`config.mk`:
```
export PLATFORM = sky130hd
export DESIGN_NAME = vga_fb_scan_flat
export DESIGN_NICKNAME = d
export VERILOG_FILES = /design/src/rtl/vga_fb_scan_if.sv /design/src/rtl/vga_fb_scan.sv /design/src/flat_wrapper.sv
export SDC_FILE = /design/constraint.sdc
export NUM_CORES = 1
export LEC_CHECK = 0
export CORE_MARGIN = 1
export CORE_UTILIZATION = 32
export DETAILED_ROUTE_END_ITERATION = 6
export DONT_BUFFER_PORTS = 1
export REMOVE_ABC_BUFFERS = 1
export SETUP_SLACK_MARGIN = 0.3
export SYNTH_ARGS = -nofsm -noshare
export SYNTH_HDL_FRONTEND = slang
export SYNTH_SLANG_ARGS = --single-unit
```
`constraint.sdc`:
```
create_clock -name clk_25mHz -period 5.8 [get_ports clk_25mHz]
set_clock_uncertainty 0.2 [all_clocks]
set_input_delay 0.58 -clock clk_25mHz [delete_from_list [all_inputs] [get_ports clk_25mHz]]
set_output_delay 0.58 -clock clk_25mHz [all_outputs]
set_load 0.02 [all_outputs]
```
`src/rtl/vga_fb_scan_if.sv`:
```
// Framebuffer read port between the scan-out engine (master) and the pixel memory (slave).
interface vga_fb_scan_if #(
    parameter int ADDR_W = 17
);
    // rd_en is a valid-only qualifier for addr (there is no ready/backpressure);
    // the slave returns mem[addr] on data_in exactly MEM_LAT cycles after an addr with rd_en=1.
    logic [ADDR_W-1:0] addr;
    logic              rd_en;
    logic [11:0]       data_in;

    modport master (output addr, output rd_en, input data_in);
    modport slave  (input addr, input rd_en, output data_in);
endinterface

```
`src/rtl/vga_fb_scan.sv`:
```
// VGA scan-out: display timing, framebuffer addressing (1x/2x, mirror) and pipeline-aligned RGB/syncs.
// Define VGA_FB_TESTPAT_EN to replace data_in with an internal 8-bar colour pattern.
module vga_fb_scan #(
    parameter int H_ACTIVE = 640,
    parameter int H_FP     = 16,
    parameter int H_SYNC   = 96,
    parameter int H_BP     = 48,
    parameter int V_ACTIVE = 480,
    parameter int V_FP     = 10,
    parameter int V_SYNC   = 2,
    parameter int V_BP     = 33,
    parameter int FB_W     = 320,
    parameter int FB_H     = 240,
    parameter int ADDR_W   = 17,
    parameter int MEM_LAT  = 1
) (
    input  logic          clk_25mHz,
    input  logic          rst,
    input  logic [1:0]    mode,
    vga_fb_scan_if.master fb,
    output logic          vga_hs,
    output logic          vga_vs,
    output logic [3:0]    vga_r,
    output logic [3:0]    vga_g,
    output logic [3:0]    vga_b,
    output logic          frame_start
);
    localparam int H_TOTAL = H_ACTIVE + H_FP + H_SYNC + H_BP;
    localparam int V_TOTAL = V_ACTIVE + V_FP + V_SYNC + V_BP;
    localparam int HW      = $clog2(H_TOTAL);
    localparam int VW      = $clog2(V_TOTAL);
    localparam int CW      = $clog2(FB_W + 1);
    localparam int PIPE_D  = MEM_LAT + 2;

    localparam logic [HW-1:0] H_LAST     = HW'(H_TOTAL - 1);
    localparam logic [HW-1:0] H_SYNC_BEG = HW'(H_ACTIVE + H_FP);
    localparam logic [HW-1:0] H_SYNC_END = HW'(H_ACTIVE + H_FP + H_SYNC);
    localparam logic [HW-1:0] H_DISP_1X  = HW'(FB_W);
    localparam logic [HW-1:0] H_DISP_2X  = HW'(2 * FB_W);
    localparam logic [VW-1:0] V_LAST     = VW'(V_TOTAL - 1);
    localparam logic [VW-1:0] V_SYNC_BEG = VW'(V_ACTIVE + V_FP);
    localparam logic [VW-1:0] V_SYNC_END = VW'(V_ACTIVE + V_FP + V_SYNC);
    localparam logic [VW-1:0] V_DISP_1X  = VW'(FB_H);
    localparam logic [VW-1:0] V_DISP_2X  = VW'(2 * FB_H);
    localparam logic [CW-1:0] COL_LAST   = CW'(FB_W - 1);
    localparam logic [ADDR_W-1:0] ROW_STEP = ADDR_W'(FB_W);

    logic [HW-1:0]     h_cnt;
    logic [VW-1:0]     v_cnt;
    logic [1:0]        mode_q;
    logic [CW-1:0]     col_cnt;
    logic              col_phase;
    logic [ADDR_W-1:0] row_base;
    logic              row_phase;
    logic [ADDR_W-1:0] addr_q;
    logic              rd_en_q;

    logic              at_origin;
    logic              line_end;
    logic              frame_end;
    logic [1:0]        mode_eff;
    logic              scale2;
    logic              mirror;
    logic              h_in;
    logic              v_in;
    logic              region;
    logic [CW-1:0]     col_idx;
    logic              hs_raw;
    logic              vs_raw;

    // At the frame origin the incoming mode already governs the very first pixel.
    always_comb begin
        at_origin = (h_cnt == '0) && (v_cnt == '0);
        line_end  = (h_cnt == H_LAST);
        frame_end = line_end && (v_cnt == V_LAST);
        mode_eff  = at_origin ? mode : mode_q;
        scale2    = mode_eff[0];
        mirror    = mode_eff[1];
        h_in      = scale2 ? (h_cnt < H_DISP_2X) : (h_cnt < H_DISP_1X);
        v_in      = scale2 ? (v_cnt < V_DISP_2X) : (v_cnt < V_DISP_1X);
        region    = h_in && v_in;
        col_idx   = mirror ? (COL_LAST - col_cnt) : col_cnt;
        hs_raw    = !((h_cnt >= H_SYNC_BEG) && (h_cnt < H_SYNC_END));
        vs_raw    = !((v_cnt >= V_SYNC_BEG) && (v_cnt < V_SYNC_END));
    end

    always_ff @(posedge clk_25mHz or posedge rst) begin
        if (rst) begin
            h_cnt <= '0;
            v_cnt <= '0;
        end else if (line_end) begin
            h_cnt <= '0;
            v_cnt <= frame_end ? '0 : v_cnt + 1'b1;
        end else begin
            h_cnt <= h_cnt + 1'b1;
        end
    end

    always_ff @(posedge clk_25mHz or posedge rst) begin
        if (rst) begin
            mode_q <= 2'b00;
        end else if (at_origin) begin
            mode_q <= mode;
        end
    end

    // Unmirrored column counter; in 2x mode col_phase holds each column for two pixels.
    always_ff @(posedge clk_25mHz or posedge rst) begin
        if (rst) begin
            col_cnt   <= '0;
            col_phase <= 1'b0;
        end else if (line_end) begin
            col_cnt   <= '0;
            col_phase <= 1'b0;
        end else if (region) begin
            if (!scale2) begin
                col_cnt <= col_cnt + 1'b1;
            end else begin
                col_phase <= ~col_phase;
                if (col_phase) begin
                    col_cnt <= col_cnt + 1'b1;
                end
            end
        end
    end

    // Row base is accumulated by adding FB_W, so no multiplier is needed for addr.
    always_ff @(posedge clk_25mHz or posedge rst) begin
        if (rst) begin
            row_base  <= '0;
            row_phase <= 1'b0;
        end else if (frame_end) begin
            row_base  <= '0;
            row_phase <= 1'b0;
        end else if (line_end && v_in) begin
            if (!scale2) begin
                row_base <= row_base + ROW_STEP;
            end else begin
                row_phase <= ~row_phase;
                if (row_phase) begin
                    row_base <= row_base + ROW_STEP;
                end
            end
        end
    end

    always_ff @(posedge clk_25mHz or posedge rst) begin
        if (rst) begin
            addr_q  <= '0;
            rd_en_q <= 1'b0;
        end else begin
            rd_en_q <= region;
            if (region) begin
                addr_q <= row_base + ADDR_W'(col_idx);
            end else if (frame_end) begin
                addr_q <= '0;
            end
        end
    end

    assign fb.addr  = addr_q;
    assign fb.rd_en = rd_en_q;

    // Syncs and frame_start travel the full MEM_LAT+2 pipe; the region flag only needs to
    // reach the RGB register, one stage short of the pins.
    logic [PIPE_D-1:0]  hs_pipe;
    logic [PIPE_D-1:0]  vs_pipe;
    logic [PIPE_D-1:0]  fs_pipe;
    logic [MEM_LAT:0]   reg_pipe;

    always_ff @(posedge clk_25mHz or posedge rst) begin
        if (rst) begin
            hs_pipe  <= '1;
            vs_pipe  <= '1;
            fs_pipe  <= '0;
            reg_pipe <= '0;
        end else begin
            hs_pipe  <= {hs_pipe[PIPE_D-2:0], hs_raw};
            vs_pipe  <= {vs_pipe[PIPE_D-2:0], vs_raw};
            fs_pipe  <= {fs_pipe[PIPE_D-2:0], at_origin};
            reg_pipe <= {reg_pipe[MEM_LAT-1:0], region};
        end
    end

    assign vga_hs      = hs_pipe[PIPE_D-1];
    assign vga_vs      = vs_pipe[PIPE_D-1];
    assign frame_start = fs_pipe[PIPE_D-1];

    logic [11:0] pix_src;

`ifdef VGA_FB_TESTPAT_EN
    localparam int BAR_W = FB_W / 8;

    function automatic logic [11:0] bar_color(input logic [CW-1:0] c);
        logic [2:0]  idx;
        logic [11:0] rgb;
        idx = 3'd0;
        for (int k = 1; k < 8; k++) begin
            if (c >= CW'(k * BAR_W)) begin
                idx = idx + 3'd1;
            end
        end
        case (idx)
            3'd0:    rgb = 12'hFFF;
            3'd1:    rgb = 12'hFF0;
            3'd2:    rgb = 12'h0FF;
            3'd3:    rgb = 12'h0F0;
            3'd4:    rgb = 12'hF0F;
            3'd5:    rgb = 12'hF00;
            3'd6:    rgb = 12'h00F;
            default: rgb = 12'h000;
        endcase
        return rgb;
    endfunction

    // Bar colour is computed alongside addr and delayed to arrive when memory data would.
    logic [11:0] bar_pipe [0:MEM_LAT];

    always_ff @(posedge clk_25mHz or posedge rst) begin
        if (rst) begin
            for (int i = 0; i <= MEM_LAT; i++) begin
                bar_pipe[i] <= '0;
            end
        end else begin
            bar_pipe[0] <= bar_color(col_idx);
            for (int i = 1; i <= MEM_LAT; i++) begin
                bar_pipe[i] <= bar_pipe[i-1];
            end
        end
    end

    assign pix_src = bar_pipe[MEM_LAT];
`else
    assign pix_src = fb.data_in;
`endif

    logic [11:0] rgb_q;

    always_ff @(posedge clk_25mHz or posedge rst) begin
        if (rst) begin
            rgb_q <= '0;
        end else begin
            rgb_q <= reg_pipe[MEM_LAT] ? pix_src : 12'h000;
        end
    end

    assign vga_r = rgb_q[11:8];
    assign vga_g = rgb_q[7:4];
    assign vga_b = rgb_q[3:0];
endmodule

```
`src/flat_wrapper.sv`:
```
// flat-port wrapper written by rule: the top's interface ports become plain ports
module vga_fb_scan_flat 
#(
    parameter int H_ACTIVE = 640,
    parameter int H_FP     = 16,
    parameter int H_SYNC   = 96,
    parameter int H_BP     = 48,
    parameter int V_ACTIVE = 480,
    parameter int V_FP     = 10,
    parameter int V_SYNC   = 2,
    parameter int V_BP     = 33,
    parameter int FB_W     = 320,
    parameter int FB_H     = 240,
    parameter int ADDR_W   = 17,
    parameter int MEM_LAT  = 1
)
  (clk_25mHz, rst, mode, vga_hs, vga_vs, vga_r, vga_g, vga_b, frame_start, fb_addr, fb_rd_en, fb_data_in);
  vga_fb_scan_if #(.ADDR_W(ADDR_W)) fb_i ();
  input  logic clk_25mHz;
  input  logic rst;
  input  logic [1:0] mode;
  output logic vga_hs;
  output logic vga_vs;
  output logic [3:0] vga_r;
  output logic [3:0] vga_g;
  output logic [3:0] vga_b;
  output logic frame_start;
  output wire logic [$bits(fb_i.addr)-1:0] fb_addr;
  output wire logic [$bits(fb_i.rd_en)-1:0] fb_rd_en;
  input wire logic [$bits(fb_i.data_in)-1:0] fb_data_in;
  assign fb_addr = fb_i.addr;
  assign fb_rd_en = fb_i.rd_en;
  assign fb_i.data_in = fb_data_in;
  vga_fb_scan #(.H_ACTIVE(H_ACTIVE), .H_FP(H_FP), .H_SYNC(H_SYNC), .H_BP(H_BP), .V_ACTIVE(V_ACTIVE), .V_FP(V_FP), .V_SYNC(V_SYNC), .V_BP(V_BP), .FB_W(FB_W), .FB_H(FB_H), .ADDR_W(ADDR_W), .MEM_LAT(MEM_LAT)) u_core (.clk_25mHz(clk_25mHz), .rst(rst), .mode(mode), .fb(fb_i), .vga_hs(vga_hs), .vga_vs(vga_vs), .vga_r(vga_r), .vga_g(vga_g), .vga_b(vga_b), .frame_start(frame_start));
endmodule
```
======== Yosys cells after proc, flatten, opt, wreduce, memory -nomap -nowiden ========
Index checks and enable logic that the tools add are counted.
cells by class
  $add $sub $neg .......................... 6
  magnitude comparators ................... 8
  equal/unequal tests ..................... 4
  mux-type cells .......................... 23
  bitwise logic cells ..................... 2
  reduce and logical (&&, ||, !) cells .... 19
operator list
  operator                                                            number
  two-way mux 17 bit                                                  6
  two-way mux 9 bit                                                   5
  less-than comparator 10 x 9 -> 1 bit, second input constant         3
  adder 10 x 1 -> 10 bit, second input constant                       2
  equality test 10 bit, second input constant                         2
  logical NOT 10 bit                                                  2
  less-than comparator 10 bit, second input constant                  2
  two-way mux 10 bit                                                  2
  adder 17 x 9 -> 17 bit                                              1
  adder 17 x 9 -> 17 bit, second input constant                       1
  two-way mux 12 bit                                                  1
  greater-or-equal comparator 10 bit, second input constant           1
  greater-or-equal comparator 10 x 9 -> 1 bit, second input constant  1
  less-than comparator 10 x 8 -> 1 bit, second input constant         1
  nonzero test 2 bit                                                  5
  adder 9 x 1 -> 9 bit, second input constant                         1
  subtractor 9 bit, first input constant                              1
  two-way mux 1 bit                                                   8
  AND reduction 2 bit                                                 4
  logical AND 1 bit                                                   6
  inequality test 3 x 1 -> 1 bit, second input constant               2
  logical NOT 1 bit                                                   2
  two-way mux 2 bit                                                   1
  inverter 1 bit                                                      2
word-level totals
  bits in registers ....................... 91
  input port bits ......................... 16
  output and inout bits ................... 33

======== Logic depth before layout (Yosys ltp) ========
  depth in word-level cells ............... 7
  depth in mapped cells ................... 16
  gate-level depth less buffers ........... 15

======== Worst setup path after synthesis ========
OpenSTA, ideal clock, no wires.
  kind .................................... register to register
  start ................................... register u_core.v_cnt[4]
  end ..................................... register u_core.addr_q[10] (netlist: u_core.fb.addr[10])
  library setup time ...................... 0.134 ns
  data arrival time ....................... 3.142 ns
  slack ................................... 2.324 ns
  cell stages (with the launch flop) ...... 14
  clock period less this slack ............ 3.476 ns
  cell sequence ........................... dfrtp_1 -> buf_4 -> nor4_2 -> nand3b_2 -> o21ai_0 -> and2_1 -> clkbuf_1 -> mux2_2 -> ha_1 -> a21o_1 -> a21o_1 -> o21ai_0 -> xor2_1 -> o21ai_0
on the way
  longest elaborated chain between the ends .. 6
  elaborated cells on any way between the ends .. 14
ends and longest elaborated chain
  item                                                                line                                   text
  start: declaration                                                  vga_fb_scan.sv:49                      logic [VW-1:0] v_cnt;
  start signal: assignment                                            vga_fb_scan.sv:93                      v_cnt <= frame_end ? '0 : v_cnt + 1'b1;
  logical NOT 10 bit                                                  vga_fb_scan.sv:73                      at_origin = (h_cnt == '0) && (v_cnt == '0);
  logical AND 1 bit                                                   vga_fb_scan.sv:73
  two-way mux 2 bit                                                   vga_fb_scan.sv:76                      mode_eff = at_origin ? mode : mode_q;
  two-way mux 9 bit (tied with other cells)                           vga_fb_scan.sv:82                      col_idx = mirror ? (COL_LAST - col_cnt) : col_cnt;
  adder 17 x 9 -> 17 bit / logical AND 1 bit (equally long branches)  vga_fb_scan.sv:154, vga_fb_scan.sv:81
  two-way mux 17 bit / nonzero test 2 bit (equally long branches)     n/a
  end signal: assignment                                              vga_fb_scan.sv:154                     addr_q <= row_base + ADDR_W'(col_idx);
  end: declaration                                                    vga_fb_scan.sv:55                      logic [ADDR_W-1:0] addr_q;
Several ways; a longest one is shown, not always the timed one.
A chain may end at the register's enable or synchronous reset.

======== Worst setup path in the final report ========
  start ................................... register u_core.h_cnt[4]
  end ..................................... register u_core.addr_q[13] (netlist: u_core.fb.addr[13])
on the way
  longest elaborated chain between the ends .. 6
  elaborated cells on any way between the ends .. 14
ends and longest elaborated chain
  item                                                                line                                   text
  start: declaration                                                  vga_fb_scan.sv:48                      logic [HW-1:0] h_cnt;
  start signal: assignment                                            vga_fb_scan.sv:95                      h_cnt <= h_cnt + 1'b1;
  logical NOT 10 bit                                                  vga_fb_scan.sv:73
  logical AND 1 bit                                                   vga_fb_scan.sv:73
  two-way mux 2 bit                                                   vga_fb_scan.sv:76
  two-way mux 9 bit (tied with other cells)                           vga_fb_scan.sv:82
  adder 17 x 9 -> 17 bit / logical AND 1 bit (equally long branches)  vga_fb_scan.sv:154, vga_fb_scan.sv:81
  two-way mux 17 bit / nonzero test 2 bit (equally long branches)     n/a
Several ways; a longest one is shown, not always the timed one.

==> flow_metrics.py <==
metrics = {
    "global_route": {
        "grt_overflow_total": 0,
        "grt_pass1_wl_um": 13320,
        "grt_pass1_vias": 2745,
        "antenna_found_initial": 1,
        "grt_max_degree": 85,
        "global_route.usage.total_pct": 12.84,
    },
    "critical_path": {
        "critPathRequiredTime_ns": 5.85,
        "worstPathArrival_ns": 3.77,
        "start_kind": "register",
        "worst_setup_path_end_kind": "register",
        "critPathKind": "register to register",
        "regToRegSetupSlack_ns": 2.08,
        "cp_max_fo": 9,
    },
    "power": {
        "seqPwrFrac_pct": 48.4,
        "intPower_mw": 1.158,
        "comb_power_share_pct": 13.5,
        "p_leak_nw": 1.994,
        "power_density_nw_per_um2": 352.1,
        "switching_share_pct": 28.78,
        "peakVddDrop_mv": 0.1421,
        "p_switching_uw": 468.1,
        "clkPwrFrac_pct": 38.1,
    },
    "clocking": {
        "worstSkewPairLatency_ns": 0.34,
        "cts.sink_count": 84,
        "ctsResizeCount": 0,
        "cts_buffers": 9,
        "path_clk_slew_ns": 0.06,
        "cts_tree": "yes",
        "htreeDepth": 3,
        "post_cts_buffers": 0,
        "root_buffer": "clkbuf_16",
        "cts_hold_buf": 0,
        "ctsLongestPathBuffers": 2,
    },
    "sta": {
        "tns_ns": 0,
        "hold_viol_final": 0,
        "min_period_ns": 3.721,
        "relSlewSlack_pct": 30.78,
        "rsz0062_at_grt": "false",
        "setup_slack_ns": 2.079,
        "drv_slew": 0,
        "clock.fmax_mhz": 268.7,
        "setup_viol": 0,
        "worst_pin_slew_ns": 1.038,
        "min_period_over_period_pct": 64.16,
    },
    "detailed_routing": {
        "wl_per_cell_um": 13.66,
        "via_per_inst": 4.940,
        "vias": 2875,
        "remaining_drc_errors": 0,
        "drt_iter0_markers": 172,
        "drtAntennaViolNets": 0,
        "postRouteWirelength_um": 7949,
        "firstDrtPassIters": 4,
    },
    "placed_design": {
        "gp_congestion": 0.7939,
        "dp_hpwl_um": 5443,
        "dp_cells": 565,
        "place_ws_ns": 2.126,
        "port_buffers": 0,
    },
    "logic_synthesis": {
        "synth_common_cells": "78 x dfrtp_1, 42 x nand2_1, 33 x o21ai_0, 29 x nand3_1",
        "yosysSeqAreaShare_pct": 50.74,
        "synth_ff_type": "dfrtp_1",
        "yosysMostFrequentCell": "dfrtp_1",
        "syn_area_per_cell_um2": 10.09,
        "ys_seq_elements": 84,
        "synth_top_area_share_pct": 46.95,
        "syn_area_um2": 4158,
        "netlist_instances": 412,
        "ys_warn_count": 0,
        "synth_cell_type_count": 55,
        "synth_edf_count": 0,
        "yosysTopAreaCell": "dfrtp_1",
        "synth_area_leaders": "dfrtp_1 47%, xnor2_1 4.6%, o21ai_0 4.0%, ha_1 3.9%, dfstp_2 3.8%",
        "synthArstFlopShare_pct": 100.0,
    },
    "floorplanning": {
        "dieArea_um2": 13450,
        "start_util_pct": 32.95,
        "core_area_um2": 12620,
        "num_rows": 41,
        "fp.dieW_um": 116.0,
        "io-pin-count": 49,
        "fp.dieH_um": 116.0,
    },
    "cells_and_area": {
        "drive_gt1_share_pct": 8.068,
        "n_fill_cell": 1271,
        "area_growth_pct": 11.10,
        "stdcell_count": 582,
        "finalNetCount": 433,
    },
    "worst_hold_path": {
        "hold_class": "register to register",
    },
    "outcome": {
        "status": "complete, no violations",
    },
    "flow_run": {
        "max_cap_viol_count": 0,
    },
}
[worst max-delay path: stages (launching register included)]
cell     delay, ns
dfrtp_1       0.48
nor4_1        0.40
nand4_1       0.22
o21ai_0       0.25
and2_1        0.40
mux2_2        0.39
ha_1          0.34
a21o_1        0.21
a21o_1        0.25
nand2_1       0.15
nor2_1        0.07
xnor2_1       0.11
o21ai_0       0.17
[worst paths after layout]
path	start	endpoint	cells after the start
worst max-delay path	u_core.h_cnt[4]	u_core.fb.addr[13]	12
worst min-delay path	u_core.fs_pipe[0]	u_core.fs_pipe[1]	0
worst max register to register	u_core.h_cnt[4]	u_core.fb.addr[13]	12
worst min register to register	u_core.fs_pipe[0]	u_core.fs_pipe[1]	0
max in group asynchronous	rst	u_core.row_base[13]	2
min in group asynchronous	rst	u_core.h_cnt[6]	2
[cell families after synthesis]
| family | after synthesis | synth area share [%] |
|---|---|---|
| other | 1 | 0.09019 |
| muxes | 11 | 2.769 |
| xor gates and xnor gates | 36 | 7.583 |
| and+or+nand+nor | 158 | 20.01 |
| DFF | 84 | 50.74 |
| adders and majority gates | 13 | 3.912 |
| AOI/OAI and AO/OA | 71 | 10.89 |
| buffers and inverters | 38 | 4.002 |
[layout by cell type (no fill, tap or decap), types with 11 or more instances in the layout]
cell type  count
dfrtp_1       78
nor2_1        22
o21ai_0       33
xor2_1        14
nand2_1       42
xnor2_1       22
nand4_1       11
ha_1          13
and2_1        15
nand3_1       29
inv_1         15
[power groups by stage]
stage / clock network [mW] / registers [mW] / logic, mW
floorplan: 0 / 0.777 / 0.189
global placement: 0 / 0.797 / 0.214
detailed placement: 0 / 0.800 / 0.221
CTS: 0.640 / 0.789 / 0.223
global route: 0.665 / 0.803 / 0.258
finish: 0.620 / 0.788 / 0.219
[layer usage]
metal	track usage [%]	up-vias	part of all wire [%]
li1	-	1417	-
met1	16.19	1396	47
met2	20.20	51	47
met3	3.661	11	4.3
met4	6.239	0	2.1
met5	0	-	0
[sequential cells by signal (all words and copies together), names as in the netlist]
signal            count
u_core.col_cnt        9
u_core.col_phase      1
u_core.fb.addr       17
u_core.fs_pipe        3
u_core.h_cnt         10
u_core.hs_pipe        3
u_core.mode_q         2
u_core.reg_pipe       2
u_core.rgb_q         12
u_core.row_base      11
u_core.row_phase      1
u_core.v_cnt         10
u_core.vs_pipe        3
[per-stage QoR]
step / hold slack [ns] / util [%] / instance area (µm²) / power (mW)
floorplan: 0.1312 / - / 4051 / 0.9658
global placement: 0.1358 / 34.00 / 4290 / 1.011
detailed placement: 0.1358 / 34.00 / 4290 / 1.021
CTS: 0.1499 / 36.59 / 4617 / 1.652
global route: 0.1516 / 36.59 / 4617 / 1.726
finish: 0.1472 / 36.61 / 4619 / 1.627
[layout make-up]
| cell class | instances | area (µm²) | area share, % |
|---|---|---|---|
| Antenna cell | 1 | 2.502 | 0.05417 |
| Clock buffer | 11 | 242.7 | 5.255 |
| Clock inverter | 5 | 83.83 | 1.815 |
| Inverter | 16 | 61.31 | 1.327 |
| Multi-Input combinational cell | 290 | 1882 | 40.74 |
| Sequential cell | 84 | 2110 | 45.67 |
| Tap cell | 172 | 215.2 | 4.659 |
| Timing Repair Buffer | 3 | 22.52 | 0.4875 |
No activity file was read; power rests on OpenSTA's default activity.
